`config.mk`:
```
export PLATFORM = sky130hd
export DESIGN_NAME = instruction_decode
export DESIGN_NICKNAME = d
export VERILOG_FILES = /design/src/rtl/instruction_decode.sv
export SDC_FILE = /design/constraint.sdc
export NUM_CORES = 2
export LEC_CHECK = 0
export CORE_ASPECT_RATIO = 1.25
export CORE_MARGIN = 2
export CORE_UTILIZATION = 39
export CTS_CLUSTER_DIAMETER = 100
export DETAILED_ROUTE_END_ITERATION = 16
export GPL_ROUTABILITY_DRIVEN = 0
export HOLD_SLACK_MARGIN = 0.05
export SLEW_MARGIN = 25
export SYNTH_ARGS = -nofsm -noshare
export SYNTH_HDL_FRONTEND = slang
export SYNTH_SLANG_ARGS = --single-unit
export TNS_END_PERCENT = 30
```
`constraint.sdc`:
```
create_clock -name clk -period 2.58 [get_ports clk]
set_clock_uncertainty 0.15 [all_clocks]
set_input_delay 0.516 -clock clk [delete_from_list [all_inputs] [get_ports clk]]
set_output_delay 0.516 -clock clk [all_outputs]
set_load 0.02 [all_outputs]
```
`src/rtl/instruction_decode.sv`:
```
// RV32I decode stage: splits the fetched instruction, builds the immediate,
// reads the register file and holds one entry for execute.
module instruction_decode #(
  parameter int          XLEN      = 32,
  parameter logic [31:0] NOP_INSTR = 32'h0000_0013
) (
  input  logic            clk,
  input  logic            rst,
  input  logic            if_valid,
  output logic            if_ready,
  input  logic [XLEN-1:0] if_pc,
  input  logic [31:0]     if_instruction,
  input  logic            flush,
  input  logic            wb_we,
  input  logic [4:0]      wb_rd,
  input  logic [XLEN-1:0] wb_data,
  output logic            ex_valid,
  input  logic            ex_ready,
  output logic [XLEN-1:0] ex_pc,
  output logic [6:0]      ex_opcode,
  output logic [2:0]      ex_funct3,
  output logic            ex_funct7_b5,
  output logic [4:0]      ex_rs1,
  output logic [4:0]      ex_rs2,
  output logic [4:0]      ex_rd,
  output logic [XLEN-1:0] ex_rs1_data,
  output logic [XLEN-1:0] ex_rs2_data,
  output logic [XLEN-1:0] ex_imm,
  output logic            ex_illegal
);

  localparam logic [6:0] OPC_LOAD    = 7'b0000011;
  localparam logic [6:0] OPC_OP_IMM  = 7'b0010011;
  localparam logic [6:0] OPC_JALR    = 7'b1100111;
  localparam logic [6:0] OPC_SYSTEM  = 7'b1110011;
  localparam logic [6:0] OPC_STORE   = 7'b0100011;
  localparam logic [6:0] OPC_BRANCH  = 7'b1100011;
  localparam logic [6:0] OPC_LUI     = 7'b0110111;
  localparam logic [6:0] OPC_AUIPC   = 7'b0010111;
  localparam logic [6:0] OPC_JAL     = 7'b1101111;
  localparam logic [6:0] OPC_OP      = 7'b0110011;
  localparam logic [6:0] OPC_FENCE   = 7'b0001111;

  // The bubble encoding must decode as an ordinary OP-IMM so it needs no special path.
  if (XLEN != 32) begin : g_bad_xlen
    $error("instruction_decode supports XLEN=32 only");
  end
  if (NOP_INSTR[6:0] != OPC_OP_IMM) begin : g_bad_nop
    $error("NOP_INSTR must be an OP-IMM encoding");
  end

  logic [XLEN-1:0] regs [32];

  logic [6:0]      opcode;
  logic [4:0]      rs1, rs2, rd_field;
  logic [XLEN-1:0] rs1_val, rs2_val;
  logic [XLEN-1:0] imm;
  logic            illegal;
  logic            no_rd;
  logic            accept;

  assign opcode   = if_instruction[6:0];
  assign rd_field = if_instruction[11:7];
  assign rs1      = if_instruction[19:15];
  assign rs2      = if_instruction[24:20];

  assign if_ready = !ex_valid || ex_ready;
  assign accept   = if_valid && if_ready && !flush;

  always_comb begin
    rs1_val = regs[rs1];
    rs2_val = regs[rs2];
    if (wb_we && wb_rd == rs1) rs1_val = wb_data;
    if (wb_we && wb_rd == rs2) rs2_val = wb_data;
    if (rs1 == 5'd0) rs1_val = '0;
    if (rs2 == 5'd0) rs2_val = '0;
  end

  always_comb begin
    imm     = '0;
    illegal = 1'b0;
    no_rd   = 1'b0;
    case (opcode)
      OPC_LOAD, OPC_OP_IMM, OPC_JALR, OPC_SYSTEM:
        imm = {{20{if_instruction[31]}}, if_instruction[31:20]};
      OPC_STORE: begin
        imm   = {{20{if_instruction[31]}}, if_instruction[31:25], if_instruction[11:7]};
        no_rd = 1'b1;
      end
      OPC_BRANCH: begin
        imm   = {{19{if_instruction[31]}}, if_instruction[31], if_instruction[7],
                 if_instruction[30:25], if_instruction[11:8], 1'b0};
        no_rd = 1'b1;
      end
      OPC_LUI, OPC_AUIPC:
        imm = {if_instruction[31:12], 12'b0};
      OPC_JAL:
        imm = {{11{if_instruction[31]}}, if_instruction[31], if_instruction[19:12],
               if_instruction[20], if_instruction[30:21], 1'b0};
      OPC_OP, OPC_FENCE:
        imm = '0;
      default: begin
        // Also catches instr[1:0] != 2'b11, since every supported opcode ends in 11.
        illegal = 1'b1;
        no_rd   = 1'b1;
      end
    endcase
  end

  always_ff @(posedge clk) begin
    if (rst) begin
      for (int i = 0; i < 32; i++) regs[i] <= '0;
    end else if (wb_we && wb_rd != 5'd0) begin
      regs[wb_rd] <= wb_data;
    end
  end

  always_ff @(posedge clk) begin
    if (rst) begin
      ex_valid     <= 1'b0;
      ex_pc        <= '0;
      ex_opcode    <= '0;
      ex_funct3    <= '0;
      ex_funct7_b5 <= 1'b0;
      ex_rs1       <= '0;
      ex_rs2       <= '0;
      ex_rd        <= '0;
      ex_rs1_data  <= '0;
      ex_rs2_data  <= '0;
      ex_imm       <= '0;
      ex_illegal   <= 1'b0;
    end else if (flush) begin
      ex_valid <= 1'b0;
    end else if (accept) begin
      ex_valid     <= 1'b1;
      ex_pc        <= if_pc;
      ex_opcode    <= opcode;
      ex_funct3    <= if_instruction[14:12];
      ex_funct7_b5 <= if_instruction[30];
      ex_rs1       <= rs1;
      ex_rs2       <= rs2;
      ex_rd        <= no_rd ? 5'd0 : rd_field;
      ex_rs1_data  <= rs1_val;
      ex_rs2_data  <= rs2_val;
      ex_imm       <= imm;
      ex_illegal   <= illegal;
    end else if (ex_ready) begin
      ex_valid <= 1'b0;
    end
  end

endmodule

```
# Yosys cells after proc, flatten, opt, wreduce, memory -nomap -nowiden
# Memory sizes are Yosys's and may differ from the RTL's.
# Cells that the tools add are included.
word_totals:
  rom_bits: 0
  regBits: 156
  ram_bits: 1024
  input_bits: 107
  memories: 1
  latch_bits: 0
  output_inout_bits: 157
op_classes:
  multipliers: 0
  reduce_logical: 19
  n_mux: 17
  div: 0
  n_eq_ne: 13
  n_lt_le_gt_ge: 0
  bitwise: 1
  shift: 0
  n_addsub: 0
mem_list:
  columns: ["memory", "words", "width", "rd", "rd_clocked_by_memory_dff", "write_ports", "line", "rtl"]
  rows:
  - ["regs", 32, 32, 2, 0, 32, "52", "logic [XLEN-1:0] regs [32];"]
ops:
  columns: ["cell", "n"]
  rows:
  - ["two-way mux 32 bit", 5]
  - ["one-hot mux 32 bit (5 select lines)", 1]
  - ["OR reduction 32 bit", 1]
  - ["== test 7 bit, second input constant", 4]
  - ["== test 7 x 6 -> 1 bit, second input constant", 3]
  - ["== test 7 x 5 -> 1 bit, second input constant", 2]
  - ["OR reduction 11 bit", 1]
  - ["== test 5 bit", 2]
  - ["logical NOT 5 bit", 2]
  - ["two-way mux 5 bit", 2]
  - ["two-way mux 1 bit", 9]
  - ["OR reduction 9 bit", 1]
  - ["== test 7 x 2 -> 1 bit, second input constant", 1]
  - ["== test 7 x 4 -> 1 bit, second input constant", 1]
  - ["logical AND 1 bit", 5]
  - ["nonzero test 5 bit", 1]
  - ["OR reduction 2 bit", 2]
  - ["OR reduction 4 bit", 1]
  - ["logical NOT 1 bit", 2]
  - ["AND reduction 2 bit", 1]
  - ["nonzero test 2 bit", 1]
  - ["logical OR 1 bit", 1]
  - ["NOT 1 bit", 1]

# Depth between registers and ports, before layout
logic_depth:
  word_depth: 7
  mapped_depth: 9
  mapped_depth_nobuf: 5

# Worst setup path after synthesis
# No wires, ideal clock.
synth_timing:
  path_kind: "input port to flip-flop"
  start: "input port wb_rd[1]"
  end: "memory regs[12][0] (enable)"
  path_stages: 5
  arrival_time_ps: 1870
  t_required_ps: 2055
  slack_ps: 185
  n_path_buf: 2
  cell_sequence: "clkbuf_1 -> or3_1 -> buf_2 -> nor2_1 -> or2_2"
synth_lines:
  columns: ["item", "line", "rtl"]
  rows:
  - ["start, declared", "15", "input logic [4:0] wb_rd,"]
  - ["end, declared", "52", null]

# Final worst setup path
layout_timing:
  start: "register ex_rs1_data[3]"
  end: "output port ex_rs1_data[3]"
layout_lines:
  columns: ["item", "line", "rtl"]
  rows:
  - ["start, declared", "26", "output logic [XLEN-1:0] ex_rs1_data,"]
  - ["start signal, assigned", "143", "ex_rs1_data <= rs1_val;"]
# No word-level cell between the ends.

==> results.toml <==
[finish]
drive_gt1_share_pct = 28.8
final_nets = 4947
area_growth_pct = 23.8
final_common_cell = "edfxtp_1"
mostFrequentLayoutCells = "1024 x edfxtp_1, 1013 x and2_1, 512 x mux4_2"

[drt]
drtIter0Drc = 4749
via_per_inst = 5.85
highest_layer = "met5"
ant_nets = 0
route.met2.wl_um = 100000
drt-total-wl_um = 207000
post-route-drc-count = 0
wl_per_cell_um = 29.7
first_pass_iters = 6
met1Wirelength_um = 79300
vias = 40909
dr_wl_met3_um = 18200

[critical_path]
r2r_end = "ex_rd[2]"
rrSetupSlack_ps = 560
critical-path-max-stage-delay_ps = 670
cp_max_fo = 2
path_buf_inv = 1
rr_worst_depth = 6
required_ps = 1910
critPathSlowestCell = "clkdlybuf4s50_1"
cpLargestDelayFamily = "buffers and inverters"
worst-endpoint-arrival_ps = 1900
r2r_start = "ex_valid"
start_kind = "register"
crit_path_end_kind = "primary output"
crit_chain = "clkdlybuf4s50_1"
critPathKind = "register to primary output"

[hold_path]
min_from = "if_pc[6]"
holdPathStages = 3
min_to = "ex_pc[6]"
hold_class = "input port to register"

[synthesis]
synth_top_area_cell = "edfxtp_1"
yosysSeqAreaShare_pct = 55.5
synth_flop_cell = "edfxtp_1"
async_flop_share_pct = 0
synth_top_area_share_pct = 50.4
synth_edf_count = 1024
yosys_register_bits = 1180
ys_types = 54
syn_inst = 4229
netlist_top_cells_area = "edfxtp_1 50%, mux4_2 19%, and2_1 10%, dfxtp_1 5.1%, mux2i_1 3.1%"
synth_area_um2 = 61000
ys_warn_count = 0
synth_area_per_cell_um2 = 14.4

[grt]
grt.total_usage_pct = 25.9
grt_overflow = 0
grt_max_degree = 94
grt_pass1_wl_um = 296000
grt_pass1_vias = 41634
antenna_found_initial = 11

[timing]
report.final.setup_viol = 0
post-route-period-util_pct = 99.4
worst_slew_pin_slew_ps = 986
tns_ps = 0
final-max-slew-violation-count = 0
maxSlewHeadroom_pct = 34.3
maxClockFrequency_mhz = 390
fin_ws_ps = 16.0
fin_crit_ps = 2560
rsz0062_at_grt = "no"
hold_viol_final = 0

[cts]
htree_levels = 4
cts_buffers = 131
tritoncts = "yes"
cts_sinks = 1180
clock_latency_ps = 780
cts_root_buf = "clkbuf_16"
clk_path_buf_depth = 3
cts.reportedPaths.clkPinSlew_ps = 60

[placement]
io_buffers = 263
dpl.hpwl_um = 142000
dp_slack_ps = -345

[power]
power_per_cell_area_nw_per_um2 = 632
leakagePower_uw = 0.0272
ir_worst_vdd_uv = 625

[floorplanning]
dieWidth_um = 358
core_area_um2 = 156000
initial_core_util_pct = 39.2
rows = 162
die_area_um2 = 160000
die_height_um = 446
pin_count = 264

[outcome]
status = "finished, final reports clean"

[job]
max_cap_violations = 0
==> cell type report <==
cell class,instances,area (um^2)
fill,13357,80100
inverter,4,15.0
clock buffer,174,3660
antenna,1,2.50
clock inverter,63,598
multi-input combinational,2627,25300
timing repair buffer,896,9560
tap,2050,2560
sequential,1180,33900
==> repair_timing <==
action                                  CTS  global route
endpoints found under the hold margin     1             0
hold buffers                              1             0
pin swaps                                 0             0
gates resized for setup                  19             6
buffers inserted                          0             0
endpoints found under the setup margin   17            19
==> metal layers <==
metal / vias to the layer above / GRT usage, %
met5: - / 0
met4: 2 / 11.6
met3: 403 / 5.07
met2: 2157 / 42.5
met1: 21047 / 33.1
li1: 17300 / -
==> cell usage after synthesis (41+ instances only) <==
| cell type | n |
|---|---|
| a21oi_1 | 81 |
| a22oi_1 | 65 |
| a32oi_1 | 137 |
| and2_1 | 1016 |
| buf_2 | 133 |
| buf_6 | 41 |
| clkbuf_1 | 247 |
| dfxtp_1 | 156 |
| edfxtp_1 | 1024 |
| mux2i_1 | 192 |
| mux4_2 | 512 |
| nand2_1 | 272 |
| nand2b_1 | 70 |
| nand4_1 | 64 |
| nor2_1 | 44 |
==> metrics by stage <==
stage | util (%) | cell area [um^2] | power, uW | hold slack [ps] | cells
2_1_floorplan | - | 61200 | 25800 | 380 | 4260
3_5_place_dp | 45.8 | 71300 | 29200 | 297 | 6756
5_1_grt | 48.6 | 75600 | 49100 | 148 | 6994
4_1_cts | 48.5 | 75600 | 47900 | 104 | 6994
3_3_place_gp | 45.8 | 71300 | 29100 | 291 | 6756
6_report | 48.6 | 75600 | 47800 | 151 | 6995
==> report_power, final <==
part	switching (uW)	total [uW]	internal [uW]
logic	3440	6560	3120
registers	579	22300	21700
clock network	7960	18900	10900
total	12000	47800	35800
==> how the worst max path moves through the flow <==
stage | start | end | slack [ps] | depth (start not counted)
4_1_cts | ex_rs2_data[19] | ex_rs2_data[19] | 4 | 1
3_3_place_gp | if_instruction[4] | ex_imm[11] | -340 | 9
3_5_place_dp | if_instruction[4] | ex_imm[11] | -340 | 9
2_1_floorplan | wb_rd[1] | regs[12][0] | 190 | 5
6_report | ex_rs1_data[3] | ex_rs1_data[3] | 20 | 1
5_1_grt | if_instruction[15] | ex_rs1_data[10] | 3 | 10
==> state kept, by name, summed over array words and instances (netlist names) <==
name,count
ex_rs2,5
ex_rs1_data,32
ex_funct3,3
ex_rd,5
ex_rs2_data,32
ex_pc,32
ex_funct7_b5,1
ex_rs1,5
ex_opcode,7
ex_valid,1
ex_illegal,1
ex_imm,32
regs,1024
==> cells by family (layout without fill, tap and decap cells) <==
| kind of cell | after synthesis | after routing | share of synthesized area, % |
|---|---|---|---|
| compound gates | 326 | 326 | 3.88 |
| other cells | 1 | 33 | 0.00614 |
| simple gates | 1554 | 1554 | 14.7 |
| mux | 704 | 704 | 22.0 |
| xor+xnor | 11 | 11 | 0.158 |
| flops | 1180 | 1180 | 55.5 |
| buf+inv | 453 | 1137 | 3.71 |
Power figures use the tool's default switching activity.
